[src/rtl/object_scheduler.sv]
// Per-frame object scheduler: scrolls, animates and spawns the display object slots on each vsync fall.
// Optional build macro OBJ_WRAP_EN: objects leaving the left edge re-enter on the right instead of despawning.
module object_scheduler #(
    parameter int NUM_OBJ      = 5,
    parameter int ANIM_DIV_LOG = 3,
    parameter int SCREEN_WIDTH = 1024
) (
    input  logic        clock,
    input  logic        reset,
    input  logic        vsync,
    input  logic [10:0] d_offset,
    input  logic        spawn_req,
    input  logic [1:0]  spawn_type,
    input  logic [9:0]  spawn_vpos,
    output logic        spawn_ack,
    output logic        spawn_drop,
    output logic [25:0] obj1,
    output logic [25:0] obj2,
    output logic [25:0] obj3,
    output logic [25:0] obj4,
    output logic [25:0] obj5,
    output logic [4:0]  active,
    output logic        busy
);

    localparam int          SLOT_W     = (NUM_OBJ > 1) ? $clog2(NUM_OBJ) : 1;
    localparam logic [10:0] SPAWN_HPOS = 11'(SCREEN_WIDTH - 1);

    typedef enum logic [1:0] {
        ST_IDLE   = 2'd0,
        ST_UPDATE = 2'd1,
        ST_SPAWN  = 2'd2,
        ST_COMMIT = 2'd3
    } state_t;

    state_t                  state_reg;
    state_t                  state_next;
    logic [SLOT_W-1:0]       slot_reg;
    logic                    prev_vsync_reg;
    logic                    frame_evt;
    logic [ANIM_DIV_LOG-1:0] anim_cnt_reg;
    logic                    anim_step_reg;
    logic [10:0]             d_off_reg;

    logic [25:0]             obj_reg [NUM_OBJ];
    logic [NUM_OBJ-1:0]      active_reg;
    logic [25:0]             shadow_reg [NUM_OBJ];
    logic [NUM_OBJ-1:0]      shadow_active_reg;

    logic                    pending_reg;
    logic [1:0]              pend_type_reg;
    logic [9:0]              pend_vpos_reg;

    logic                    free_found;
    logic [SLOT_W-1:0]       free_slot;
    logic [25:0]             upd_desc   [NUM_OBJ];
    logic                    upd_active [NUM_OBJ];

    assign frame_evt = prev_vsync_reg & ~vsync;

    // ---------------- FSM: state register ----------------
    always_ff @(posedge clock) begin
        if (!reset) begin
            state_reg <= ST_IDLE;
        end else begin
            state_reg <= state_next;
        end
    end

    // ---------------- FSM: next state ----------------
    always_comb begin
        state_next = state_reg;
        case (state_reg)
            ST_IDLE:   if (frame_evt) state_next = ST_UPDATE;
            ST_UPDATE: if (slot_reg == SLOT_W'(NUM_OBJ - 1)) state_next = ST_SPAWN;
            ST_SPAWN:  state_next = ST_COMMIT;
            ST_COMMIT: state_next = ST_IDLE;
            default:   state_next = ST_IDLE;
        endcase
    end

    // ---------------- FSM: outputs ----------------
    always_comb begin
        busy       = 1'b0;
        spawn_ack  = 1'b0;
        spawn_drop = 1'b0;
        if (state_reg != ST_IDLE) begin
            busy = 1'b1;
        end
        if (state_reg == ST_SPAWN && pending_reg) begin
            spawn_ack  = free_found;
            spawn_drop = ~free_found;
        end
    end

    // Lowest-index slot still free after this frame's scroll pass
    always_comb begin
        free_found = 1'b0;
        free_slot  = '0;
        for (int i = NUM_OBJ - 1; i >= 0; i--) begin
            if (!shadow_active_reg[i]) begin
                free_found = 1'b1;
                free_slot  = SLOT_W'(i);
            end
        end
    end

    // Scrolled/animated value for each slot; only the slot being visited is written back
    generate
        for (genvar gi = 0; gi < NUM_OBJ; gi++) begin : g_slot
            logic [2:0]  cur_frame;
            logic [1:0]  cur_type;
            logic [10:0] cur_hpos;
            logic [9:0]  cur_vpos;
            logic [2:0]  nxt_frame;
            logic        underflow;
            logic [25:0] moved_desc;
            logic [25:0] under_desc;
            logic        under_active;

            assign cur_frame  = shadow_reg[gi][25:23];
            assign cur_type   = shadow_reg[gi][22:21];
            assign cur_hpos   = shadow_reg[gi][20:10];
            assign cur_vpos   = shadow_reg[gi][9:0];
            assign nxt_frame  = cur_frame + {2'b00, anim_step_reg};
            assign underflow  = cur_hpos < d_off_reg;
            assign moved_desc = {nxt_frame, cur_type, cur_hpos - d_off_reg, cur_vpos};
`ifdef OBJ_WRAP_EN
            assign under_desc   = {nxt_frame, cur_type,
                                   SPAWN_HPOS - (d_off_reg - cur_hpos - 11'd1), cur_vpos};
            assign under_active = 1'b1;
`else
            assign under_desc   = '0;
            assign under_active = 1'b0;
`endif
            assign upd_desc[gi]   = !shadow_active_reg[gi] ? shadow_reg[gi]
                                  : (underflow ? under_desc : moved_desc);
            assign upd_active[gi] = shadow_active_reg[gi] & (~underflow | under_active);
        end
    endgenerate

    // ---------------- Datapath ----------------
    always_ff @(posedge clock) begin
        if (!reset) begin
            prev_vsync_reg    <= 1'b0;
            slot_reg          <= '0;
            anim_cnt_reg      <= '0;
            anim_step_reg     <= 1'b0;
            d_off_reg         <= '0;
            pending_reg       <= 1'b0;
            pend_type_reg     <= '0;
            pend_vpos_reg     <= '0;
            active_reg        <= '0;
            shadow_active_reg <= '0;
            for (int i = 0; i < NUM_OBJ; i++) begin
                obj_reg[i]    <= '0;
                shadow_reg[i] <= '0;
            end
        end else begin
            prev_vsync_reg <= vsync;
            slot_reg       <= (state_reg == ST_UPDATE) ? slot_reg + SLOT_W'(1) : '0;

            if (state_reg == ST_IDLE && frame_evt) begin
                anim_cnt_reg  <= anim_cnt_reg + ANIM_DIV_LOG'(1);
                anim_step_reg <= (anim_cnt_reg == '0);
                d_off_reg     <= d_offset;
            end

            // A request seen in the SPAWN cycle itself is held for the next frame
            if (spawn_req) begin
                pend_type_reg <= spawn_type;
                pend_vpos_reg <= spawn_vpos;
            end
            if (state_reg == ST_SPAWN) begin
                pending_reg <= spawn_req;
            end else if (spawn_req) begin
                pending_reg <= 1'b1;
            end

            for (int i = 0; i < NUM_OBJ; i++) begin
                if (state_reg == ST_IDLE && frame_evt) begin
                    shadow_reg[i]        <= obj_reg[i];
                    shadow_active_reg[i] <= active_reg[i];
                end else if (state_reg == ST_UPDATE && slot_reg == SLOT_W'(i)) begin
                    shadow_reg[i]        <= upd_desc[i];
                    shadow_active_reg[i] <= upd_active[i];
                end else if (spawn_ack && free_slot == SLOT_W'(i)) begin
                    shadow_reg[i]        <= {3'd0, pend_type_reg, SPAWN_HPOS, pend_vpos_reg};
                    shadow_active_reg[i] <= 1'b1;
                end
            end

            if (state_reg == ST_COMMIT) begin
                active_reg <= shadow_active_reg;
                for (int i = 0; i < NUM_OBJ; i++) begin
                    obj_reg[i] <= shadow_reg[i];
                end
            end
        end
    end

    assign obj1   = obj_reg[0];
    assign obj2   = obj_reg[1];
    assign obj3   = obj_reg[2];
    assign obj4   = obj_reg[3];
    assign obj5   = obj_reg[4];
    assign active = active_reg;

endmodule

[config.mk]
export PLATFORM = sky130hd
export DESIGN_NAME = object_scheduler
export DESIGN_NICKNAME = d
export VERILOG_FILES = /design/src/rtl/object_scheduler.sv
export SDC_FILE = /design/constraint.sdc
export NUM_CORES = 1
export LEC_CHECK = 0
export CORE_AREA = 2 2 174 176
export CTS_BUF_LIST = sky130_fd_sc_hd__clkbuf_8 sky130_fd_sc_hd__clkbuf_16
export DETAILED_ROUTE_END_ITERATION = 6
export DIE_AREA = 0 0 176 178
export DONT_BUFFER_PORTS = 1
export PLACE_DENSITY = 0.67
export SKIP_CTS_REPAIR_TIMING = 1
export SYNTH_ARGS = -nofsm -noshare
export SYNTH_HDL_FRONTEND = slang
export SYNTH_SLANG_ARGS = --single-unit
[constraint.sdc]
create_clock -name clock -period 5.9 [get_ports clock]
set_clock_uncertainty 0.2 [all_clocks]
set_input_delay 0.295 -clock clock [delete_from_list [all_inputs] [get_ports clock]]
set_output_delay 0.295 -clock clock [all_outputs]
set_load 0.005 [all_outputs]
==> results.toml, run 1 <==
[critical_path]
worstPathArrival_ns = 4.22
worst_setup_path_start_kind = "flop"
r2r-start = "state_reg[0]"
crit_path_max_incr_delay_ns = 0.95
cp_slowest_cell = "a21oi_1"
reg2reg_depth = 7
path_max_fanout = 29
timing_worst_setup_path_type = "flop to flop"
crit_chain = "inv_1, ha_1, and3b_1, nor2_8, nand2_1, a21oi_2, a21oi_1"
cp-end-kind = "flop"
r2r_end = "shadow_reg[0][7]"
critPathRequiredTime_ns = 5.82
r2r_slack_ns = 1.60

[pwr]
p_leak_nw = 6.812
power.total_w = 0.005965
p_per_area_mw_per_mm2 = 349.3
ir_drop_mv = 0.2528

[route]
post_drt_wl_per_cell_um = 24.18
viasPerCell = 6.299
vias = 11427
drtAntennaViolNets = 0
drt-total-wl_mm = 43.87
drt_iter0_markers = 1050
dr.pass1.iters = 5
drc = 0

[hold_path]
min_path_cells = 4
hold_end = "state_reg[0]"
hold_class = "primary input to flop"
holdCritStartpoint = "vsync"

[clocking]
cts_tree = "done"
htree_num_levels = 2
clkTransAtPathRegs_ns = 0.06
clock_latency_ns = 0.52
cts-root-buf = "clkbuf_16"
clockBufferDepth = 3
clock-sinks = 304
tritoncts.num_buffers = 34

[floorplan]
start_util = 0.5224
core_sq_mm = 0.02940
row_count = 63
die_y_um = 178
dieArea_sq_mm = 0.03133
io_pins = 165
die_w_um = 176

[synth]
syn_area_sq_mm = 0.01536
synth.top_cell.area_share = 0.5083
synth_seq_cells = 304
yosysTopAreaCell = "edfxtp_1"
ys_seq_area_frac = 0.5657
synth_async_sr_flop_share = 0
synth_area_leaders = "edfxtp_1 (51%), ha_1 (6.3%), dfxtp_1 (5.7%)"
yosysUniqueCellTypes = 69
synth-edff-count = 260
synthCells = 1408
synth_warnings = 0
synth_ff_type = "edfxtp_1"
syn_avg_cell_area_sq_um = 10.91
synth_fp_nets = 1517

[layout]
area_growth_pct = 11.18
nets = 1507
fin_cells = 1814
fillers = 2396
post-route-util = 0.5808
antenna_cells = 0
drive_above_1_share = 0.06250
regArea_sq_mm = 0.008688
multiInputGateArea_sq_mm = 0.006196

[global_routing]
antenna_found_initial = 1
met3_usage = 0.07396
grt_usage = 0.2756
grtUsageMet1 = 0.3680
use_met2 = 0.4296
grt_pass1_vias = 10767
grt_pass1_wl_mm = 65.53
grt-ovfl-total = 0
top_usage_layer = "met2"
grt_max_degree = 141

[sta]
rsz0062_at_grt = "false"
period_needed_ns = 4.297
post-route-period-util = 0.7283
hold_violations = 0
timing.fmax_ghz = 0.2327
setup_viol = 0
slew_headroom = 0.1890
finalSetupTns_ns = 0
tightest_slew_ns = 1.213
slew_viol_final = 0
layout_setup_ws_ns = 1.603

[placement]
pre_cts_ws_ns = 1.571
dp.cells = 1721
port-buffer-count = 0
gp_congestion = 0.8975
dp_hpwl_mm = 27.70

[flow_run]
maxCapViolations = 0

[outcome]
status = "completed"
placed cells by master (no fill, tap or decap), types with 5 or more instances in the layout:
master and n:
a21o_1 14, a21oi_1 151, a221o_1 8, a221oi_1 11
a22oi_1 8, a31oi_1 5, and3_1 137, buf_4 13
clkbuf_16 37, clkinv_2 9, dfxtp_1 44, dlygate4sd3_1 30
edfxtp_1 260, fa_1 5, ha_1 76, inv_1 49
mux2i_1 17, nand2_1 162, nand2b_1 8, nand3_1 93
nor2_1 66, nor2b_1 10, nor3_1 8, o2111ai_1 5
o211ai_1 6, o21a_1 11, o21ai_0 31, o21ai_1 6
o22ai_1 13, xnor2_1 17, xor2_1 23
metal layers:
layer,share of wire,vias up
met1,0.40,5595
met4,0.041,0
met5,0,-
met2,0.46,529
met3,0.10,96
li1,-,5207
synth_stat cells, types with 3 or more instances:
cell / instances
a22o_1: 3
or3_1: 4
clkbuf_1: 65
a21oi_1: 152
ha_1: 77
o2bb2ai_1: 4
buf_1: 8
dfxtp_1: 44
o21ai_0: 31
a22oi_1: 8
buf_2: 17
o221ai_1: 3
a21o_1: 14
a41o_1: 5
nand4_1: 4
a221o_1: 8
o21a_1: 11
nand3_1: 93
fa_1: 5
o22ai_1: 13
nor3_1: 10
a221oi_1: 11
a211oi_1: 3
inv_1: 41
xnor2_1: 17
and2_1: 3
xor2_1: 23
a31oi_1: 5
edfxtp_1: 260
nor2b_1: 10
nand3b_1: 4
and3_1: 137
nor2_1: 66
nand2_1: 162
nand2b_1: 9
o31a_1: 4
o21ai_1: 6
o211ai_1: 6
mux2i_1: 17
o2111ai_1: 5
worst max-delay path: cells and delay by family (launching register included):
kind	cells	cell delay, ns
simple gates	3	1.79
compound gates	2	1.21
flops	1	0.36
fa+ha+maj	1	0.22
buf+inv	1	0.13
where the power goes:
part | switching, W | internal (W) | total, W
clock network | 0.000876 | 0.00123 | 0.00211
registers | 0.000170 | 0.00258 | 0.00275
logic | 0.000702 | 0.000402 | 0.00110
total | 0.00175 | 0.00422 | 0.00597
cell type report:
type | instances | share of cell area
repair buffers | 45 | 0.02608
inverters | 42 | 0.009232
clock buffers | 38 | 0.05503
multi-input cells | 971 | 0.3628
well taps | 390 | 0.02858
clock inverters | 24 | 0.009452
flip-flops and latches | 304 | 0.5088
metrics by stage:
step	hold WS (ns)	cell area, sq um
6_report	0.01261	17080
5_1_grt	0.04147	17080
4_1_cts	-0.2894	16750
3_5_place_dp	0.2367	15650
3_3_place_gp	0.2195	15650
2_1_floorplan	0.2223	15360
worst max-delay path by stage:
stage	start	endpoint	cells past startpoint	slack [ns]
after floorplan	state_reg[0]	obj_reg[0][0]	4	0.88
after global placement	state_reg[0]	shadow_reg[0][22]	7	1.74
after detailed placement	state_reg[0]	shadow_reg[0][22]	7	1.57
after CTS	state_reg[0]	shadow_reg[0][8]	7	1.58
after global routing	state_reg[1]	shadow_reg[0][7]	7	1.22
final	state_reg[0]	shadow_reg[0][7]	7	1.60
cells by family (layout without fill, tap and decap cells):
| group | count (synthesis) | in the layout | synth area share |
|---|---|---|---|
| AND/OR/NAND/NOR | 524 | 524 | 0.1721 |
| AO/OA/AOI/OAI | 308 | 308 | 0.1247 |
| flip-flops | 304 | 304 | 0.5657 |
| buffers and inverters | 133 | 149 | 0.03438 |
| adder cells (fa/ha/maj) | 82 | 82 | 0.06924 |
| XOR/XNOR | 40 | 40 | 0.02281 |
| multiplexers | 17 | 17 | 0.01108 |
No activity file was read; power rests on OpenSTA's default activity.
==> inputs of run 2 (changes only) <==
- ABC_AREA: not set -> 1
- CORE_AREA: 2 2 174 176 -> 2 2 179 181
- DIE_AREA: 0 0 176 178 -> 0 0 181 183
- PLACE_DENSITY: 0.67 -> 0.7
- clock period: 5.9 -> 3.9 ns (I/O delays scaled with it)
==> run 2 against run 1 <==
Sequential cell count unchanged. Core utilization up 0.55 points. Setup slack worse by 1.0 ns. Synthesized area up 6.2%. Via count up 12%. Worst hold slack better by 0.032 ns. Sequential power up 73%. Largest cell class unchanged. Clock-buffer cell count up 1.
==> results.toml, run 2 <==
[route]
post_drt_wl_per_cell_um = 18.99
vias = 12834
viasPerCell = 5.494
drt_iter0_markers = 1194
dr.pass1.iters = 6
drc = 0
drt-total-wl_mm = 44.35
drtAntennaViolNets = 0

[sta]
finalSetupTns_ns = 0
hold_ws_ns = 0.04464
slew_headroom = 0.3665
tightest_slew_ns = 0.9503
hold_violations = 0
slew_viol_final = 0
timing.fmax_ghz = 0.3031
post-route-period-util = 0.8460
rsz0062_at_grt = "false"
setup_viol = 0
period_needed_ns = 3.299

[synth]
synth_fp_nets = 1978
yosysTopAreaCell = "edfxtp_1"
yosysMostFrequentCell = "nand2_1"
synth_async_sr_flop_share = 0
synth_seq_cells = 304
syn_area_sq_mm = 0.01631
synth_warnings = 0
synth.top_cell.area_share = 0.4787
yosysUniqueCellTypes = 39
synth_area_leaders = "edfxtp_1 (48%), nand2_1 (9.3%), nor2_1 (6.2%)"
synth_top_cells_by_count = "nand2_1 (404), nor2_1 (268), inv_1 (267)"
ys_seq_area_frac = 0.5327
synth-edff-count = 260
syn_avg_cell_area_sq_um = 8.726
synthCells = 1869
synth_ff_type = "edfxtp_1"

[clocking]
tritoncts.num_buffers = 35
htree_num_levels = 2
clkTransAtPathRegs_ns = 0.06
clock-sinks = 304
cts_tree = "done"
cts-root-buf = "clkbuf_16"
clockBufferDepth = 3
clock_latency_ns = 0.53

[critical_path]
critPathLaunch = "state_reg[0]"
worstPathArrival_ns = 3.34
crit_path_max_incr_delay_ns = 0.50
worst_setup_path_start_kind = "flop"
r2r-start = "state_reg[0]"
timing_worst_setup_path_type = "flop to flop"
cpMostUsedCell = "nand2_1"
cp_top_family = "simple AND/OR/NAND/NOR gates"
r2r_end = "shadow_reg[3][10]"
crit_end = "shadow_reg[3][10]"
crit_chain = "inv_1, ha_1, nand3_4, nand2_1, inv_1, nand2_1, nand2_1, nand2_1, nor2_2, nand2_4, inv_2, buf_4, o21bai_1"
path_max_fanout = 46
r2r_slack_ns = 0.60
reg2reg_depth = 13
cp_slowest_cell = "buf_4"
path_buf_inv = 4
cp.depth = 13
cp-end-kind = "flop"
critPathRequiredTime_ns = 3.94

[placement]
gp_congestion = 0.9244
dp_hpwl_mm = 30.58
port-buffer-count = 0
dp.cells = 2224

[global_routing]
grt_usage = 0.2593
grt_max_degree = 76
antenna_found_initial = 1
grt-ovfl-total = 0
grt_pass1_wl_mm = 67.25
grt_pass1_vias = 12250

[pwr]
p_per_area_mw_per_mm2 = 647.5
ir_drop_mv = 0.4282
p_leak_nw = 8.052

[layout]
area_growth_pct = 12.27
multiInputGateArea_sq_mm = 0.006215
nets = 2016
final_cell_mix = "nand2_1 (403), inv_1 (273), nor2_1 (268)"
fillers = 2765
drive_above_1_share = 0.05794
final_common_cell = "nand2_1"
regArea_sq_mm = 0.008688
fin_cells = 2336

[floorplan]
dieArea_sq_mm = 0.03312
die_w_um = 181
core_sq_mm = 0.03123
start_util = 0.5222
die_y_um = 183
io_pins = 165
row_count = 65

[flow_run]
maxCapViolations = 0

[hold_path]
hold_class = "primary input to flop"
holdCritStartpoint = "reset"

[outcome]
status = "completed"
[run 2: cell count changes after synthesis, moves of 11 or more]
cell / previous run / this run
nand2_1: 162 / 404
inv_1: 41 / 267
nor2_1: 66 / 268
and3_1: 137 / 0
nand3_1: 93 / 161
clkbuf_1: 65 / 28
mux2i_1: 17 / 0
buf_4: 0 / 15
a221oi_1: 11 / 0
[run 2: logic make-up after synthesis]
logic type,count (synthesis),share of synthesized area
simple gates,891,0.2308
buf+inv,346,0.08684
flops,304,0.5327
compound gates,219,0.06997
fa+ha+maj,82,0.06521
xor+xnor,27,0.01450
[run 2: per-layer routing]
metal  vias to the layer above  share of wire  global-route usage
li1                       6182              -                   -
met1                      6117           0.42              0.3413
met2                       454           0.46              0.4282
met3                        81          0.081             0.06215
met4                         0          0.030             0.07935
met5                         -              0                   0
[run 2: layout make-up]
type                    instances  share of cell area
repair buffers                 66             0.03553
flip-flops and latches        304              0.4745
well taps                     402             0.02747
clock buffers                  39             0.05145
multi-input cells            1219              0.3394
clock inverters                24             0.01380
inverters                     281             0.05774
diodes                          1           0.0001367
[run 2: metrics by stage]
stage / setup WS (ns) / instance area [sq um] / util / total power, W
after floorplan: 0.7342 / 16310 / - / 0.007478
after global placement: 0.7481 / 16620 / 0.5323 / 0.008293
after detailed placement: 0.6572 / 16620 / 0.5323 / 0.008384
after CTS: 0.6349 / 17820 / 0.5706 / 0.01182
after global routing: 0.3275 / 18310 / 0.5863 / 0.01257
final: 0.6007 / 18310 / 0.5863 / 0.01186
[run 2: power by group]
group | internal, W | switching, W
logic | 0.00120 | 0.00245
registers | 0.00434 | 0.000428
clock network | 0.00207 | 0.00136
[run 2: worst min-delay path by stage]
stage	endpoint	cells after the start	slack (ns)
floorplan	prev_vsync_reg	2	0.09
global placement	prev_vsync_reg	2	0.09
detailed placement	prev_vsync_reg	2	0.1
CTS	prev_vsync_reg	2	-0.45
global route	shadow_reg[4][2]	5	0.07
finish	shadow_reg[4][4]	5	0.04
[run 2: worst reg2reg max path: cells and delay by family (launching register included)]
family                     cells  cell delay [ns]
AOI/OAI and AO/OA              1             0.16
adders and majority gates      1             0.27
buffers and inverters          4             0.84
DFF                            1             0.36
and+or+nand+nor                7             1.19
